$ cat config.mk
export PLATFORM = sky130hd
export DESIGN_NAME = inst_split_seq
export DESIGN_NICKNAME = d
export VERILOG_FILES = /design/src/rtl/inst_split_seq_pkg.sv /design/src/rtl/inst_prefix_gen.sv /design/src/rtl/inst_split_seq.sv
export SDC_FILE = /design/constraint.sdc
export NUM_CORES = 1
export LEC_CHECK = 0
export CAP_MARGIN = 20
export CORE_ASPECT_RATIO = 2
export CORE_MARGIN = 8
export CORE_UTILIZATION = 60
export CTS_CLUSTER_DIAMETER = 40
export CTS_CLUSTER_SIZE = 24
export DETAILED_ROUTE_END_ITERATION = 7
export DONT_BUFFER_PORTS = 1
export PLACE_DENSITY = 0.84
export SYNTH_ARGS = -nofsm -noshare
export SYNTH_HDL_FRONTEND = slang
export SYNTH_SLANG_ARGS = --single-unit
export TNS_END_PERCENT = 100
$ cat constraint.sdc
create_clock -name clk -period 1.7 [get_ports clk]
set_input_delay 0.17 -clock clk [delete_from_list [all_inputs] [get_ports clk]]
set_output_delay 0.17 -clock clk [all_outputs]
set_load 0.03 [all_outputs]
$ cat src/rtl/inst_split_seq_pkg.sv
// Shared constants for the fetch-to-decode micro-op splitter.
// Holds the RISC-V field values used to recognise sub-word stores and to
// build the word-load prefix beat. No ports; imported by the splitter files.
package inst_split_seq_pkg;

    localparam int          WIDTH_INST   = 32;

    localparam logic [6:0]  OPCODE_STORE = 7'b0100011;
    localparam logic [6:0]  OPCODE_LOAD  = 7'b0000011;

    localparam logic [2:0]  FUNCT3_SB    = 3'b000;
    localparam logic [2:0]  FUNCT3_SH    = 3'b001;
    localparam logic [2:0]  FUNCT3_SW    = 3'b010;
    localparam logic [2:0]  FUNCT3_LW    = 3'b010;

    localparam logic [7:0]  DEFAULT_SPLIT_MASK = 8'b0000_0011;

endpackage

$ cat src/rtl/inst_prefix_gen.sv
// Combinational prefix generator.
// Flags stores whose funct3 is enabled in SPLIT_MASK and builds the matching
// word-load prefix: same rs1 and S-type immediate, rd = x0.
// Ports:
//   inst    in   INST_W  instruction to examine
//   match   out  1       instruction must be split
//   prefix  out  INST_W  encoding of the generated load prefix
module inst_prefix_gen
    import inst_split_seq_pkg::*;
#(
    parameter int         INST_W        = WIDTH_INST,
    parameter logic [7:0] SPLIT_MASK    = DEFAULT_SPLIT_MASK,
    parameter logic [6:0] PREFIX_OPCODE = OPCODE_LOAD,
    parameter logic [2:0] PREFIX_FUNCT3 = FUNCT3_LW
) (
    input  logic [INST_W-1:0] inst,
    output logic              match,
    output logic [INST_W-1:0] prefix
);

    assign match = (inst[6:0] == OPCODE_STORE) && SPLIT_MASK[inst[14:12]];

    // S-type immediate {imm[11:5], imm[4:0]} moves into the I-type imm slot.
    assign prefix = {inst[31:25], inst[11:7], inst[19:15], PREFIX_FUNCT3,
                     5'b00000, PREFIX_OPCODE};

endmodule

$ cat src/rtl/inst_split_seq.sv
// Sequential micro-op splitter between fetch and decode.
// Sub-word stores leave as two beats (word-load prefix, then the store);
// everything else passes through in one beat. Output is registered, with a
// one-entry buffer holding the store while its prefix is presented.
// Ports:
//   clk, rst_n     clock, async active-low reset
//   flush          synchronous kill of all held uops
//   in_valid/in_inst/in_ready     upstream handshake
//   out_valid/out_inst/out_is_prefix/out_is_last/out_ready  downstream handshake
//   split_cnt      instructions split since reset (wraps)
//
// state   | meaning
// S_PASS  | output holds nothing or a final beat; new instructions accepted
// S_STORE | prefix on output, store waiting in pending; upstream stalled
module inst_split_seq
    import inst_split_seq_pkg::*;
#(
    parameter int         INST_W        = WIDTH_INST,
    parameter logic [7:0] SPLIT_MASK    = DEFAULT_SPLIT_MASK,
    parameter logic [6:0] PREFIX_OPCODE = OPCODE_LOAD,
    parameter logic [2:0] PREFIX_FUNCT3 = FUNCT3_LW,
    parameter int         CNT_W         = 16
) (
    input  logic              clk,
    input  logic              rst_n,
    input  logic              flush,
    input  logic              in_valid,
    input  logic [INST_W-1:0] in_inst,
    output logic              in_ready,
    output logic              out_valid,
    output logic [INST_W-1:0] out_inst,
    output logic              out_is_prefix,
    output logic              out_is_last,
    input  logic              out_ready,
    output logic [CNT_W-1:0]  split_cnt
);

    typedef enum logic {
        S_PASS  = 1'b0,
        S_STORE = 1'b1
    } state_t;

    state_t            state;
    logic [INST_W-1:0] pending;
    logic              match;
    logic [INST_W-1:0] prefix;
    logic              accept;

    inst_prefix_gen #(
        .INST_W        (INST_W),
        .SPLIT_MASK    (SPLIT_MASK),
        .PREFIX_OPCODE (PREFIX_OPCODE),
        .PREFIX_FUNCT3 (PREFIX_FUNCT3)
    ) u_prefix_gen (
        .inst   (in_inst),
        .match  (match),
        .prefix (prefix)
    );

    // Accept only when the output slot is free or draining this cycle.
    assign in_ready = !flush && (state == S_PASS) && (!out_valid || out_ready);
    assign accept   = in_valid && in_ready;

    always_ff @(posedge clk or negedge rst_n) begin
        if (!rst_n) begin
            state         <= S_PASS;
            pending       <= '0;
            out_valid     <= 1'b0;
            out_inst      <= '0;
            out_is_prefix <= 1'b0;
            out_is_last   <= 1'b0;
            split_cnt     <= '0;
        end else if (flush) begin
            state     <= S_PASS;
            pending   <= '0;
            out_valid <= 1'b0;
        end else begin
            case (state)
                S_PASS: begin
                    if (accept) begin
                        out_valid <= 1'b1;
                        if (match) begin
                            out_inst      <= prefix;
                            out_is_prefix <= 1'b1;
                            out_is_last   <= 1'b0;
                            pending       <= in_inst;
                            split_cnt     <= split_cnt + CNT_W'(1);
                            state         <= S_STORE;
                        end else begin
                            out_inst      <= in_inst;
                            out_is_prefix <= 1'b0;
                            out_is_last   <= 1'b1;
                        end
                    end else if (out_ready) begin
                        out_valid <= 1'b0;
                    end
                end
                S_STORE: begin
                    // Outputs hold until decode takes the prefix.
                    if (out_ready) begin
                        out_inst      <= pending;
                        out_is_prefix <= 1'b0;
                        out_is_last   <= 1'b1;
                        state         <= S_PASS;
                    end
                end
                default: state <= S_PASS;
            endcase
        end
    end

endmodule

Word-level counts from Yosys, hierarchy flattened

Memories as Yosys holds them, arrays and structs flattened.
Cells that the tools add are included.
Widths: inputs -> output; s select.

Eq/ne operators: 4
Order comparisons: 1
Reduce and logical (&&, ||, !) cells: 14
Muxes and demuxes: 24
Bitwise operators: 2
Add/subtract/negate cells: 1

Operator list:

| kind                  | count |
|---|---|
| $mux 32               | 6 |
| $pmux 32 s2           | 1 |
| $mux 25               | 1 |
| $add 16x1->16 const B | 1 |
| $mux 1                | 13 |
| $eq 7x6->1 const B    | 1 |
| $ne 2x2->1 const B    | 3 |
| $pmux 1 s2            | 3 |
| $reduce_and 3->1      | 2 |
| $logic_and 1x1->1     | 4 |
| $lt 3x4->1 const B    | 1 |
| $reduce_and 4->1      | 1 |
| $reduce_bool 2->1     | 2 |
| $reduce_bool 3->1     | 1 |
| $logic_not 1->1       | 2 |
| $not 1->1             | 2 |
| $reduce_and 2->1      | 1 |
| $logic_or 1x1->1      | 1 |

Input port bits: 37
Register bits: 84
Bits in read-only memories: 8
Memories kept: 1
Word-level logic and storage cells: 54

Memories:

| name             | depth | bits a word | read ports | clocked after memory_dff | wr ports | line                  | text |
|---|---|---|---|---|---|---|---|
| (name not given) | 8     | 1           | 1          | 0                        | 0        | inst_prefix_gen.sv:21 | `assign match = (inst[6:0] == OPCODE_STORE) && SPLIT_MASK[inst[14:12]];` |

Longest topological paths before layout

Gate-level depths: netlist of the first run.

Word-level depth: 7
Gate-level depth with buffers: 7
Mapped depth without buffers: 5

By module

Synthesis of the first run repeated with hierarchy kept, for this count alone.

Cell total of the unflattened synthesis: 477
Area total of the unflattened synthesis: 4260.3 sq um

Modules (own cells, without submodules):

| module          | area an instance (sq um) | times used | cells each |
|---|---|---|---|
| inst_split_seq  | 3982.6                   | 1          | 440 |
| inst_prefix_gen | 277.8                    | 1          | 37 |

Least setup slack after synthesis of the first run

Ideal clock, no wire load.

Kind: reg2reg
Start: register out_valid
End: register split_cnt[11]
Setup time: 0.080 ns
Stages on the path, launching flop included: 6
Required time: 1.620 ns
Data arrival time: 1.672 ns
Slack: -0.052 ns
Cell sequence: dfrtp_1 > nor2b_2 > or3_4 > buf_6 > nor4_1 > xnor2_1

Cells in the longest elaborated chain, start to end: 5

Ends and longest elaborated chain:

| element                    | line                 | text |
|---|---|---|
| start: declaration         | inst_split_seq.sv:30 | `output logic out_valid,` |
| start signal: assignment   | inst_split_seq.sv:68 | `out_valid <= 1'b0;` |
| start signal: assignment   | inst_split_seq.sv:76 | `out_valid <= 1'b0;` |
| start signal: assignment   | inst_split_seq.sv:81 | `out_valid <= 1'b1;` |
| $logic_not 1->1            | inst_split_seq.sv:61 | `assign in_ready = !flush && (state == S_PASS) && (!out_valid \|\| out_ready);` |
| $logic_or 1x1->1           | inst_split_seq.sv:61 |  |
| $logic_and 1x1->1          | inst_split_seq.sv:61 |  |
| $logic_and 1x1->1          | inst_split_seq.sv:62 | `assign accept = in_valid && in_ready;` |
| $reduce_and 4->1 (no line) | --                   |  |
| end signal: assignment     | inst_split_seq.sv:87 | `split_cnt <= split_cnt + CNT_W'(1);` |
| end: declaration           | inst_split_seq.sv:35 | `output logic [CNT_W-1:0] split_cnt` |

No other way between the ends.
A chain may end at the register's enable or synchronous reset.

Worst setup path in the final report of the first run

Start: register out_valid
End: register split_cnt[8]

The elaborated chain is that of the path after synthesis.

==> results.md, run 1 <==
* Synth Register Bits at between 80 and 90
* Pre-CTS setup slack at between 0.015 and 0.02 ns
* Max Fclk at around 590 MHz
* VDD IR-drop max at roughly 770 µV
* Die width at 72.3 µm
* Worst Slack Setup Final at between 0.001 and 0.0015 ns
* Power density over the cells at between 1000 and 1500 mW/mm²
* Area of the die at 0.00930 mm²
* Most frequent cells in the layout: dfrtp_1 (82), buf_4 (30), nand2_1 (28), o21ai_0 (28), and3_1 (27)
* Placed cell area at 0.00408 mm²
* CTS tree: yes
* Slowest cell on the critical path: or3_4
* MaxCap Viol Count at 0
* CTS root buf: clkbuf_16
* Required time of the critical path at 1.95 ns
* ANT cells at 0
* Syn Nets at 391
* Worst Hold Class: in -> async
* Post-route setup TNS at 0 ns
* Overall power at approximately 4.7 mW
* Final wirelength at approximately 10000 µm
* Asr flop ratio synth at 100%
* RSZ-0062 raised after global routing: true
* Residual DRC at 0
* Core Region at 0.00621 mm²
* Final ANT Viol Nets at 0
* Commonest non-fill, non-tap cell in the layout: dfrtp_1
* Min Hold Slack at -0.473 ns
* Period utilisation layout at about 100%
* Final setup violation count at 0
* Cts bufs inserted at 9
* Synth Cell Area at 0.00381 mm²
* Number of global-route vias before repair at ~3100
* Failing checks: negative hold slack
* Worst path bufs/invs at 0
* Metal2 WL at about 5400 µm
* Post-synth EDFFs at 0
* Initial antenna violation count at 0
* Die height at between 100 and 150 µm
* Final Skew at around 0.0047 ns
* Critical path fanouts, max at 10
* Hold buffers post-CTS at 1
* Gr usage total at 22.3%
* Design Area, Final at about 0.0045 mm²
* Max H-tree Level at 3
* CTS sink count at 84
* Cell Chain, Critical Path: nor2b_2, or3_4, nor4_1, xor2_1
* Max-slew violations at 0
* Largest net degree at the start of global routing at 85
* Slew headroom at between 50% and 60%
* HPWL Detailed at between 6000 and 7000 µm
* Layout cells sized above 1 at approximately a quarter
* Area grow syn2layout at 18.1%
* Non-filler cells in the finished layout at between 400 and 500
* Placer Congestion at slightly above 0.8
* Dominant synthesized flop cell: dfrtp_1
* Minimum clock period at roughly 1.7 ns
* Router iterations before antenna repair at 5
* Final nets at approximately 410
* Global-route wire length before repair at about 16000 µm
* Crit path max-delay family: simple AND/OR/NAND/NOR gates
* Distinct cells, synth at 39
* Final core occ at 72.4%
* # IOs at 89
* Sequential share of the synthesized area at between 50% and 60%
* WS Path Type: reg -> reg
* Grt total ovfl at 0
* Max stage delay on crit path at around 0.46 ns
* Critical path data arrival time at just under 2 ns
* Average cell area after synthesis at between 10 and 15 µm²
* Max Used Layer: met4
* First DRT Iteration DRCs at 260
* Type of origin of the critical path: register
* Clock latency on the worst-skew pair at between 0.3 and 0.4 ns
* Slew @ Worst Pin at about 0.67 ns
* M1 WL at 3630 µm
* Status: finished with violations
* Syn. warnings at 0
* Drt wl/cell at ~22 µm
* CTS max path bufs at 2
* Met3 routed WL at slightly above 1000 µm
* Final Hold Fails at between 80 and 90
* Cell Rows at 41
* Buffers on Ports at 0
* Vias per cell at 6.51
* Dpl cells at 446
* Endpoint class of the critical path: register
* Via count at ~3000
* Clk slew on worst S/H paths at 0.06 ns
* Post-synthesis instance total at approximately 350
* LEAKAGE at 2.11 nW
* Starting Density at about three fifths
synth_stat cells (5+ instances only):
| cell type | n | area share (%) |
|---|---|---|
| a221oi_1 | 7 | 1.6 |
| and2_1 | 7 | 1.2 |
| and3_1 | 27 | 4.4 |
| buf_2 | 7 | 0.92 |
| xnor2_1 | 5 | 1.2 |
| nand3_1 | 9 | 1.2 |
| nor4_1 | 9 | 1.5 |
| a41oi_1 | 5 | 1.2 |
| dfrtp_1 | 84 | 55 |
| nand2_1 | 29 | 2.9 |
| a31o_2 | 23 | 5.3 |
| clkbuf_1 | 15 | 1.5 |
| o21ai_0 | 28 | 3.7 |
| nand3b_1 | 10 | 2.0 |
| mux2i_1 | 19 | 5.0 |
| inv_1 | 7 | 0.69 |
| nor2_1 | 20 | 2.0 |
| xor2_1 | 10 | 2.3 |
where the power goes:
| group | switching (mW) | leakage, nW | internal, mW |
|---|---|---|---|
| clock | 0.735 | 0.149 | 1.21 |
| sequential | 0.324 | 1.09 | 2.11 |
| combinational | 0.159 | 0.872 | 0.110 |
worst paths after layout:
kind / startpoint / endpoint / slack (ns) / cells after the start
max: out_valid / split_cnt[8] / 0.001 / 4
min: rst_n / out_inst[2] / -0.47 / 0
max reg2reg: out_valid / split_cnt[8] / 0.001 / 4
min reg2reg: pending[4] / pending[4] / 0.49 / 1
max in group asynchronous: rst_n / out_valid / 2.01 / 0
min in group clk: in_valid / out_valid / 0 / 2
worst reg2reg max path: stages, from the launching register on:
cell,delay (ns)
dfrtp_2,0.40
nor2b_2,0.19
or3_4,0.46
nor4_1,0.38
xor2_1,0.20
state kept, by name, indices dropped and copies added, names as in the netlist:
| register | count |
|---|---|
| out_valid | 1 |
| out_is_prefix | 1 |
| out_inst | 32 |
| out_is_last | 1 |
| pending | 32 |
| split_cnt | 16 |
| state | 1 |
final cells by class:
cell class,count,area (µm²)
inverter,7,26.3
clock inverter,4,47.5
clock buffer,12,256
tap,86,108
timing repair buffer,34,292
sequential,84,2100
multi-input combinational,238,1660
fill,388,1710
cells by family after synthesis:
logic type      share of synthesized area, %
simple gates                            18.7
fa+ha+maj                              0.329
compound gates                          13.4
xor+xnor                                3.45
mux                                     5.29
flops                                   55.2
buf+inv                                 3.58
per-layer routing:
metal  GRT usage (%)  up-vias
met4            10.9        0
li1                -     1319
met1            23.2     1504
met2            37.7      173
met3            8.65       32
met5               0        -
what timing repair did:
item | in CTS | in global routing
endpoints found under the hold margin | 88 | 84
cloned | 0 | 2
pin swaps | 0 | 2
setup endpoints to repair | 1 | 32
setup buffers | 0 | 0
gates resized for setup | 1 | 10
Power figures use the tool's default switching activity.
==> run 2: changes to the inputs <==
--- a/config.mk
+++ b/config.mk
@@ -13,6 +13,7 @@
 export CTS_CLUSTER_SIZE = 24
 export DETAILED_ROUTE_END_ITERATION = 7
 export DONT_BUFFER_PORTS = 1
+export MAX_ROUTING_LAYER = met4
 export PLACE_DENSITY = 0.84
 export SYNTH_ARGS = -nofsm -noshare
 export SYNTH_HDL_FRONTEND = slang
==> run 2 against run 1 <==
Critical path type unchanged. Critical endpoint unchanged. Hold slack improved by 0.0034 ns. Largest cell class unchanged. Via count shrank 0.23%. Utilization unchanged. Combinational power is essentially flat. The run still ends with negative hold slack left.
==> results.md, run 2 (synthesis gave the netlist of run 1 again) <==
* Initial antenna violation count at 0
* # Post-CTS Setup Buffers at 0
* Via count at approximately 3000
* ANT cells at 0
* Fillers at ~390
* FF-to-FF Start: out_valid
* Cell Chain, Critical Path: nor2b_2, or3_4, nor4_1, xor2_1
* CTS tree: yes
* CTS max path bufs at 2
* Area grow syn2layout at 18.1%
* Slew headroom at a little over half
* Max-slew violations at 0
* Minimum clock period at approximately 1.7 ns
* Area of the die at between 0.009 and 0.01 mm²
* Overall power at roughly 4.7 mW
* Final Hold Fails at between 80 and 90
* Min Hold Slack at -0.470 ns
* WS Path Type: reg -> reg
* Hold buffers post-CTS at 1
* First DRT Iteration DRCs at roughly 250
* Global-route wire length before repair at between 15000 and 20000 µm
* Non-filler cells in the finished layout at ~470
* Residual DRC at 0
* RR Endpoint: split_cnt[8]
* Endpoint class of the critical path: register
* Core Region at roughly 0.0062 mm²
* Failing checks: negative hold slack
* Max Fclk at 589 MHz
* Crit path max-delay family: simple AND/OR/NAND/NOR gates
* Worst path bufs/invs at 0
* LEAKAGE at about 2.1 nW
* # IOs at 89
* Vias per cell at 6.50
* Grt total ovfl at 0
* Biggest regs: out_inst (32), pending (32), split_cnt (16)
* MaxCap Viol Count at 0
* Final nets at 412
* CTS sink count at 84
* FF-to-FF setup slack at about 0.0016 ns
* Max H-tree Level at 3
* Drt wl/cell at ~22 µm
* Gr usage total at 22.9%
* Status: finished with violations
* Critical path fanouts, max at 10
* Layout cells sized above 1 at roughly 24%
* Power density over the cells at roughly 1000 mW/mm²
* Critical path data arrival time at about 2.0 ns
* Final ANT Viol Nets at 0
* Cell Rows at 41
* Largest net degree at the start of global routing at 85
* Max stage delay on crit path at approximately 0.45 ns
* Clock latency on the worst-skew pair at around 0.33 ns
* CTS root buf: clkbuf_16
* Period utilisation layout at roughly 100%
* Router iterations before antenna repair at 5
* Die width at ~72 µm
* HPWL Detailed at between 6000 and 7000 µm
* RSZ-0062 raised after global routing: true
* Dpl cells at about 450
* Cts bufs inserted at 9
* Slowest cell on the critical path: or3_4
* Die height at 129 µm
* Placer Congestion at roughly 0.83
* Starting Density at between 60% and 70%
* Final wirelength at around 10000 µm
* Worst Hold Class: in -> async
* Buffers on Ports at 0
* VDD IR-drop max at 768 µV
* Required time of the critical path at just under 2 ns
* Number of global-route vias before repair at just over 3000
* Final Skew at 0.00460 ns
* Commonest non-fill, non-tap cell in the layout: dfrtp_1
* Clk slew on worst S/H paths at around 0.060 ns
* Slew @ Worst Pin at 0.674 ns
* Most frequent cells in the layout: dfrtp_1 (82), buf_4 (30), nand2_1 (28), o21ai_0 (28), and3_1 (27)
* Final setup violation count at 0
* Type of origin of the critical path: register
* FF-to-FF path depth at 4
-- run 2: cell counts in the layout (fill, tap and decap cells not counted) --
Identical to the previous run, type by type.
-- run 2: repair_timing --
item | CTS | global route
pin swaps | 0 | 2
hold endpoints to repair | 88 | 84
setup endpoints to repair | 1 | 32
resized for setup | 1 | 10
gates cloned | 0 | 2
-- run 2: worst reg2reg max path, stage by stage (launching register included) --
cell and delay (ns):
dfrtp_2 0.40, nor2b_2 0.19, or3_4 0.45, nor4_1 0.38
xor2_1 0.20
-- run 2: worst max path at each step --
stage	from	slack, ns	depth (start not counted)	endpoint
global placement	state	0.09	4	split_cnt[13]
finish	out_valid	0.002	4	split_cnt[8]
CTS	state	0.02	5	split_cnt[4]
detailed placement	state	0.02	4	split_cnt[12]
global route	out_valid	-0.06	4	split_cnt[8]
floorplan	out_valid	-0.003	5	split_cnt[7]
-- run 2: final cells by class --
| cell class | instances | area (µm²) | share of cell area, % |
|---|---|---|---|
| timing repair buffer | 34 | 292 | 6.48 |
| clock inverter | 4 | 47.5 | 1.06 |
| inverter | 7 | 26.3 | 0.584 |
| sequential | 84 | 2100 | 46.8 |
| clock buffer | 12 | 256 | 5.71 |
| multi-input combinational | 238 | 1660 | 37.0 |
| tap | 86 | 108 | 2.39 |
-- run 2: routing by layer --
| layer | global-route usage [%] | vias to the layer above | part of all wire (%) |
|---|---|---|---|
| met1 | 23.6 | 1510 | 35 |
| met4 | 10.9 | 0 | 3.3 |
| met5 | - | - | 0 |
| met2 | 37.6 | 157 | 52 |
| li1 | - | 1322 | - |
| met3 | 8.26 | 32 | 9.5 |
-- run 2: through the flow --
step / cell area, µm² / setup WS, ns / setup TNS [ns] / util [%]
floorplan: 3810 / -0.00290 / -0.0145 / -
global placement: 4080 / 0.0910 / 0 / 65.8
detailed placement: 4080 / 0.0196 / 0 / 65.8
CTS: 4400 / 0.0212 / 0 / 70.9
global route: 4500 / -0.0561 / -0.182 / 72.4
finish: 4500 / 0.00156 / 0 / 72.4
-- run 2: power breakdown --
| part | total [mW] | internal [mW] | switching [mW] | leakage [nW] |
|---|---|---|---|---|
| Sequential | 2.44 | 2.11 | 0.324 | 1.09 |
| Clock | 1.95 | 1.21 | 0.738 | 0.149 |
| Combinational | 0.268 | 0.110 | 0.158 | 0.872 |
